File: config.mk
export PLATFORM = sky130hd
export DESIGN_NAME = fetch_stage_flat
export DESIGN_NICKNAME = d
export VERILOG_FILES = /design/src/rtl/core_pkg.sv /design/src/rtl/fetch_stage_if.sv /design/src/rtl/pipe_reg_ef.sv /design/src/rtl/fetch_stage.sv /design/src/flat_wrapper.sv
export SDC_FILE = /design/constraint.sdc
export NUM_CORES = 1
export LEC_CHECK = 0
export CAP_MARGIN = 20
export CORE_AREA = 2 2 104 126
export DETAILED_ROUTE_END_ITERATION = 16
export DIE_AREA = 0 0 106 128
export PLACE_DENSITY = 0.71
export SETUP_SLACK_MARGIN = 0.02
export SKIP_CTS_REPAIR_TIMING = 1
export SYNTH_ARGS = -nofsm -noshare
export SYNTH_HDL_FRONTEND = slang
export SYNTH_HIERARCHICAL = 1
export SYNTH_SLANG_ARGS = --single-unit
export TNS_END_PERCENT = 5
File: constraint.sdc
create_clock -name clk -period 2.7 [get_ports clk]
set_input_delay 0.54 -clock clk [delete_from_list [all_inputs] [get_ports clk]]
set_output_delay 0.54 -clock clk [all_outputs]
set_load 0.02 [all_outputs]
File: src/rtl/core_pkg.sv
// Shared core constants and pipeline-register bundle types.
// Stage modules import this package.
package core_pkg;

  localparam int INSTR_WIDTH     = 32;
  localparam int CORE_ADDR_WIDTH = 16;

  // addi x0, x0, 0
  localparam logic [INSTR_WIDTH-1:0]     CORE_NOP_INSTR    = 32'h0000_0013;
  localparam logic [CORE_ADDR_WIDTH-1:0] CORE_RESET_VECTOR = '0;

  typedef struct packed {
    logic [INSTR_WIDTH-1:0]     instr;
    logic [CORE_ADDR_WIDTH-1:0] pc;
    logic [CORE_ADDR_WIDTH-1:0] pc_4;
    logic                       valid;
  } if_id_t;

  function automatic logic is_misaligned(input logic [1:0] low_bits);
    return |low_bits;
  endfunction

endpackage

File: src/rtl/fetch_stage_if.sv
// Fetch-stage bus: hazard/EX control, instruction-memory port and IF/ID outputs.
// master = surrounding core (hazard unit, EX, imem); slave = fetch_stage.
interface fetch_stage_if #(
  parameter int ADDR_WIDTH = 16,
  parameter int DATA_WIDTH = 32,
  parameter int CNT_WIDTH  = 32
);

  logic                  stall;
  logic                  redirect_valid;
  logic [ADDR_WIDTH-1:0] redirect_pc;
  logic [ADDR_WIDTH-1:0] imem_addr;
  logic [DATA_WIDTH-1:0] imem_rdata;
  logic [DATA_WIDTH-1:0] id_instr;
  logic [ADDR_WIDTH-1:0] id_pc;
  logic [ADDR_WIDTH-1:0] id_pc_4;
  logic                  id_valid;
  logic                  misalign_err;
  logic [CNT_WIDTH-1:0]  fetch_count;

  modport master (
    output stall, redirect_valid, redirect_pc, imem_rdata,
    input  imem_addr, id_instr, id_pc, id_pc_4, id_valid, misalign_err, fetch_count
  );

  modport slave (
    input  stall, redirect_valid, redirect_pc, imem_rdata,
    output imem_addr, id_instr, id_pc, id_pc_4, id_valid, misalign_err, fetch_count
  );

endinterface

File: src/rtl/pipe_reg_ef.sv
// Pipeline register with enable and flush; reset and flush both load FLUSH_VALUE.
// Priority rst > flush > en; holds when en is low.
module pipe_reg_ef #(
  parameter int               WIDTH       = 1,
  parameter logic [WIDTH-1:0] FLUSH_VALUE = '0
) (
  input  logic             clk,
  input  logic             rst,
  input  logic             en,
  input  logic             flush,
  input  logic [WIDTH-1:0] din,
  output logic [WIDTH-1:0] dout
);

  logic [WIDTH-1:0] r_q;

  always_ff @(posedge clk) begin
    if (rst) begin
      r_q <= FLUSH_VALUE;
    end else if (flush) begin
      r_q <= FLUSH_VALUE;
    end else if (en) begin
      r_q <= din;
    end
  end

  assign dout = r_q;

endmodule

File: src/rtl/fetch_stage.sv
// Instruction fetch with PC, IF/ID register, stall, redirect/flush and bubble insertion.
// imem_addr is combinational from PC; an instruction reaches id_instr one edge later.
module fetch_stage
  import core_pkg::*;
#(
  parameter int                    ADDR_WIDTH   = CORE_ADDR_WIDTH,
  parameter int                    DATA_WIDTH   = INSTR_WIDTH,
  parameter logic [ADDR_WIDTH-1:0] RESET_VECTOR = ADDR_WIDTH'(CORE_RESET_VECTOR),
  parameter logic [DATA_WIDTH-1:0] NOP_INSTR    = DATA_WIDTH'(CORE_NOP_INSTR),
  parameter int                    CNT_WIDTH    = 32
) (
  input  logic          clk,
  input  logic          rst,
  fetch_stage_if.slave  bus
);

  logic [ADDR_WIDTH-1:0] r_pc;
  logic [ADDR_WIDTH-1:0] w_pc_plus4;
  logic [ADDR_WIDTH-1:0] w_pc_next;
  logic [ADDR_WIDTH-1:0] w_redirect_target;
  logic                  w_advance;
  logic                  r_misalign_err;
  logic [CNT_WIDTH-1:0]  r_fetch_count;

  assign w_advance         = ~bus.redirect_valid & ~bus.stall;
  assign w_pc_plus4        = r_pc + ADDR_WIDTH'(4);
  assign w_redirect_target = {bus.redirect_pc[ADDR_WIDTH-1:2], 2'b00};

  always_comb begin
    w_pc_next = r_pc;
    if (bus.redirect_valid) begin
      w_pc_next = w_redirect_target;
    end else if (!bus.stall) begin
      w_pc_next = w_pc_plus4;
    end
  end

  always_ff @(posedge clk) begin
    if (rst) begin
      r_pc           <= RESET_VECTOR;
      r_misalign_err <= 1'b0;
      r_fetch_count  <= '0;
    end else begin
      r_pc           <= w_pc_next;
      r_misalign_err <= bus.redirect_valid & is_misaligned(bus.redirect_pc[1:0]);
      if (w_advance) begin
        r_fetch_count <= r_fetch_count + CNT_WIDTH'(1);
      end
    end
  end

  // Instruction and valid bit are flushed on redirect; the PC pair keeps its last value.
  logic [DATA_WIDTH:0]     w_iv_din;
  logic [DATA_WIDTH:0]     w_iv_dout;
  logic [2*ADDR_WIDTH-1:0] w_pcs_din;
  logic [2*ADDR_WIDTH-1:0] w_pcs_dout;

  assign w_iv_din  = {bus.imem_rdata, 1'b1};
  assign w_pcs_din = {r_pc, w_pc_plus4};

  pipe_reg_ef #(
    .WIDTH       (DATA_WIDTH + 1),
    .FLUSH_VALUE ({NOP_INSTR, 1'b0})
  ) u_ifid_instr (
    .clk   (clk),
    .rst   (rst),
    .en    (w_advance),
    .flush (bus.redirect_valid),
    .din   (w_iv_din),
    .dout  (w_iv_dout)
  );

  pipe_reg_ef #(
    .WIDTH       (2 * ADDR_WIDTH),
    .FLUSH_VALUE ('0)
  ) u_ifid_pc (
    .clk   (clk),
    .rst   (rst),
    .en    (w_advance),
    .flush (1'b0),
    .din   (w_pcs_din),
    .dout  (w_pcs_dout)
  );

  assign bus.imem_addr    = r_pc;
  assign bus.id_instr     = w_iv_dout[DATA_WIDTH:1];
  assign bus.id_valid     = w_iv_dout[0];
  assign bus.id_pc        = w_pcs_dout[2*ADDR_WIDTH-1:ADDR_WIDTH];
  assign bus.id_pc_4      = w_pcs_dout[ADDR_WIDTH-1:0];
  assign bus.misalign_err = r_misalign_err;
  assign bus.fetch_count  = r_fetch_count;

endmodule

File: src/flat_wrapper.sv
// flat-port wrapper written by rule: the top's interface ports become plain ports
module fetch_stage_flat import core_pkg::*;
#(
  parameter int                    ADDR_WIDTH   = CORE_ADDR_WIDTH,
  parameter int                    DATA_WIDTH   = INSTR_WIDTH,
  parameter logic [ADDR_WIDTH-1:0] RESET_VECTOR = ADDR_WIDTH'(CORE_RESET_VECTOR),
  parameter logic [DATA_WIDTH-1:0] NOP_INSTR    = DATA_WIDTH'(CORE_NOP_INSTR),
  parameter int                    CNT_WIDTH    = 32
)
  (clk, rst, bus_stall, bus_redirect_valid, bus_redirect_pc, bus_imem_rdata, bus_imem_addr, bus_id_instr, bus_id_pc, bus_id_pc_4, bus_id_valid, bus_misalign_err, bus_fetch_count);
  fetch_stage_if #(.ADDR_WIDTH(ADDR_WIDTH), .DATA_WIDTH(DATA_WIDTH), .CNT_WIDTH(CNT_WIDTH)) bus_i ();
  input  logic clk;
  input  logic rst;
  input wire logic [$bits(bus_i.stall)-1:0] bus_stall;
  input wire logic [$bits(bus_i.redirect_valid)-1:0] bus_redirect_valid;
  input wire logic [$bits(bus_i.redirect_pc)-1:0] bus_redirect_pc;
  input wire logic [$bits(bus_i.imem_rdata)-1:0] bus_imem_rdata;
  output wire logic [$bits(bus_i.imem_addr)-1:0] bus_imem_addr;
  output wire logic [$bits(bus_i.id_instr)-1:0] bus_id_instr;
  output wire logic [$bits(bus_i.id_pc)-1:0] bus_id_pc;
  output wire logic [$bits(bus_i.id_pc_4)-1:0] bus_id_pc_4;
  output wire logic [$bits(bus_i.id_valid)-1:0] bus_id_valid;
  output wire logic [$bits(bus_i.misalign_err)-1:0] bus_misalign_err;
  output wire logic [$bits(bus_i.fetch_count)-1:0] bus_fetch_count;
  assign bus_i.stall = bus_stall;
  assign bus_i.redirect_valid = bus_redirect_valid;
  assign bus_i.redirect_pc = bus_redirect_pc;
  assign bus_i.imem_rdata = bus_imem_rdata;
  assign bus_imem_addr = bus_i.imem_addr;
  assign bus_id_instr = bus_i.id_instr;
  assign bus_id_pc = bus_i.id_pc;
  assign bus_id_pc_4 = bus_i.id_pc_4;
  assign bus_id_valid = bus_i.id_valid;
  assign bus_misalign_err = bus_i.misalign_err;
  assign bus_fetch_count = bus_i.fetch_count;
  fetch_stage #(.ADDR_WIDTH(ADDR_WIDTH), .DATA_WIDTH(DATA_WIDTH), .RESET_VECTOR(RESET_VECTOR), .NOP_INSTR(NOP_INSTR), .CNT_WIDTH(CNT_WIDTH)) u_core (.clk(clk), .rst(rst), .bus(bus_i));
endmodule
==> summary.md <==
| Metric | Value |
|---|---|
| Overall die height | 128 µm |
| Net Sw Frac | 0.236 |
| Total power draw | 3.54 mW |
| Die area | 13,600 µm² |
| Max frequency | 396 MHz |
| Mean cell area of the mapped netlist | 9.34 µm² |
| Share of post-route cells with drive strength above 1 | 0.0727 |
| Die width | 106 µm |
| Static Leakage | 2.40 nW |
| PwrDens | 510 nW/µm² |
| Area growth from synthesis to layout | 42.6% |
| Largest buffer count on any clock path | 2 |
| Clock tree from TritonCTS | built |
| Post-layout instance count excluding filler cells | 852 |
| Net count of the finished layout | between 700 and 800 |
| Final setup fails | 0 |
| Setup Crit Path Kind | input port to flip-flop |
| Highest routed layer | met4 |
| Critical path launch point type | input port |
| Status | finished clean |
| Area of the multi-input gates | 2330 µm² |
| Initial antenna violation count | 0 |
| Clock transition time at the flip-flop clock pins of the worst setup and hold paths | 0.07 ns |
| Worst Hold Depth | 2 |
| Final setup TNS | 0 ns |
| Final Critical Period | between 2 and 3 ns |
| Fraction of power consumed by combinational cells | 0.108 |
| Maximum fanout along the worst path | 9 |
| Fill cell count | 1,141 |
| Peak supply drop | around 0.40 mV |
| Number of cell rows | 45 |
| Detailed Route Iter0 Violations | around 200 |
| Sink Count | 112 |
| Count of antenna-violating nets left after detailed routing | 0 |
| Post-route DRC violation count | 0 |
| Diode count | 0 |
| Max cap viols | 0 |
| GRT Residual Overflow | 0 |
| Vias | ~4,200 |
| Clock power frac | 0.405 |
| Final worst path period share | 0.935 |
| Fin. max-slew vios | 0 |
| Placed Cells | between 800 and 900 |
| Class of the worst hold path | flip-flop to flip-flop |
| CTS root buffer | clkbuf_16 |
| Library cells used by synthesis | 42 |
| Source-to-sink clock delay at the later pin of the worst-skew pair | 0.34 ns |
| Weighted congestion reported at the end of routability-driven placement | around 0.77 |
| Routed metal-1 wire length | between 5000 and 6000 µm |
| Pre-antenna DRT Iters | 4 |
| Proportion of synthesized chip area in sequential cells | 0.461 |
| Net switching power | 0.836 mW |
| Sequential fraction of design power | 0.487 |
| Total CTS buffers | 9 |
| Number of cells traversed by the worst register-to-register path | 5 |
| Final WL | between 10,000 and 15,000 µm |
| WP data arrival | 2.80 ns |
| Kind of end point of the critical path | flip-flop |
| H-tree depth | 3 |
| Pint | 2.70 mW |
| Global-route wire length before repair | 20,500 µm |
| Pin count of the biggest net entering global routing | 43 |
| # port buffers | 163 |
| Syn. warnings | 6 |
| Effective utilization at floorplan | 0.391 |
| Overall Global Routing Usage | 0.187 |
| Post-Syn Area | between 4000 and 5000 µm² |
| Area taken by flip-flops and latches | 2240 µm² |
| Floorplan Core Area | 12,400 µm² |
| Via count of the first global-routing pass | roughly 4,200 |
| Number of flip-flops and latches in the synthesized netlist | 112 |
| Ratio of routed vias to standard cells | about 5.0 |
| Detail Route met2 WL | 6630 µm |
| Top Ports | approximately 170 |
| Routed wire length on met3 | 564 µm |
| Detailed Place HPWL | 9060 µm |
| Per-cell routed wire length | about 15 µm |
| Number of endpoints with negative hold slack in the final report | 0 |
| Gate count after technology mapping | 521 |
| Req. time, crit path | roughly 3.0 ns |
| Clock Skews | 0.00549 ns |
| Unrepaired setup endpoints after global routing | false |
[logic make-up after synthesis]
| logic type | share of synthesized area |
|---|---|
| AOI/OAI and AO/OA | 0.0758 |
| other | 0.00154 |
| xor gates and xnor gates | 0.0486 |
| muxes | 0.145 |
| and+or+nand+nor | 0.197 |
| buffers and inverters | 0.0661 |
| DFF | 0.461 |
| adders and majority gates | 0.00514 |
[power by group through the flow]
stage	clock, mW	combinational [mW]	sequential [mW]
3_5_place_dp	0	0.385	1.76
2_1_floorplan	0	0.180	1.80
4_1_cts	1.47	0.388	1.72
3_3_place_gp	0	0.380	1.76
5_1_grt	1.55	0.416	1.73
6_report	1.43	0.384	1.72
[worst max-delay path, cell delays in order]
cell	delay, ns
clkdlybuf4s50_1	0.43
and4bb_2	0.32
or4b_2	0.74
buf_4	0.20
or4_1	0.40
a21oi_1	0.15
[sequential cells by signal, indices dropped and copies added (netlist names)]
register and count:
u_core/bus.misalign_err 1, u_core/u_ifid_pc/dout 32, u_core/bus.imem_addr 14, u_core/u_ifid_instr/dout 33, u_core/bus.fetch_count 32
[layout make-up]
cell class,instances,area share
Clock inverter,7,0.0137
Multi-Input combinational cell,365,0.336
Tap cell,164,0.0296
Clock buffer,9,0.0324
Sequential cell,112,0.323
Timing Repair Buffer,185,0.260
Inverter,10,0.00541
[metrics by stage]
| stage | cell area (µm²) | worst slack [ns] | utilization | hold WS, ns |
|---|---|---|---|---|
| finish | 6940 | 0.175 | 0.558 | 0.489 |
| global route | 6940 | 0.0864 | 0.558 | 0.516 |
| CTS | 6940 | 0.186 | 0.558 | 0.489 |
| detailed placement | 6620 | -0.170 | 0.532 | 0.469 |
| global placement | 6620 | -0.145 | 0.532 | 0.460 |
| floorplan | 4890 | 0.239 | - | 0.559 |
[path summary, 6_finish.rpt]
| path | slack, ns | from | to |
|---|---|---|---|
| setup / recovery | 0.17 | bus_stall | u_core/bus.fetch_count[19]$_SDFFE_PP0P_ |
| hold / removal | 0.49 | u_core/u_ifid_instr/dout[2]$_SDFFE_PP1P_ | u_core/u_ifid_instr/dout[2]$_SDFFE_PP1P_ |
| setup reg to reg | 0.42 | u_core/bus.fetch_count[0]$_SDFFE_PP0P_ | u_core/bus.fetch_count[26]$_SDFFE_PP0P_ |
| hold reg to reg | 0.49 | u_core/u_ifid_instr/dout[2]$_SDFFE_PP1P_ | u_core/u_ifid_instr/dout[2]$_SDFFE_PP1P_ |
[cell usage after synthesis]
master    instances  area [µm²]
or2_1             1        6.26
buf_1             1        3.75
nand4b_1          1        8.76
a211oi_1          4        30.0
o21ai_0          13        65.1
clkbuf_1         19        71.3
nor4_1            2        12.5
or4_4             1        11.3
xor2_1           10        87.6
nand4_1           9        56.3
or3_1            12        75.1
or4b_2            1        10.0
nand2_1          24        90.1
conb_1            2        7.51
and4_1            2        17.5
nor2b_1           3        18.8
mux2i_1          66         661
nand2b_1          1        6.26
nor3b_1           3        22.5
o21a_1            1        7.51
or2_4             1        8.76
buf_2             1        5.00
nor2_1           94         353
mux2_2            4        45.0
dfxtp_1         112        2240
o31ai_1          13        97.6
and4bb_2          1        12.5
buf_6             7        78.8
or4_1            14         105
clkbuf_2          1        5.00
buf_12            3        60.1
buf_4             8        60.1
nor4b_1           1        8.76
or3b_1            1        8.76
nor3_1           10        50.1
or2_2             2        12.5
inv_1            10        37.5
a21oi_1          25         125
a311oi_1          5        43.8
xnor2_1          17         149
nand3_1          13        65.1
ha_1              2        25.0
[routing by layer]
metal | vias up | global-route usage
met5 | - | 0
met3 | 11 | 0.0386
met4 | 0 | 0.0495
li1 | 2114 | -
met2 | 115 | 0.339
met1 | 1992 | 0.226
[cell usage in the layout (no fill, tap or decap), types with 2 or more instances in the layout]
master,n
o21ai_0,13
nor4_1,2
nand4_1,9
dfxtp_1,112
and4_1,2
nor3b_1,3
nand2_1,24
a21oi_1,25
conb_1,8
clkdlybuf4s50_1,162
mux2i_1,66
nor3_1,10
o31ai_1,13
xnor2_1,17
buf_4,21
nor2b_1,3
ha_1,2
nand3_1,13
bufinv_16,2
a311oi_1,5
mux2_2,4
clkinv_2,2
nor2_1,93
inv_1,10
or4_1,14
or3_1,12
a211oi_1,4
xor2_1,10
or2_2,2
clkbuf_16,9
(Power assumes the default switching activity.)
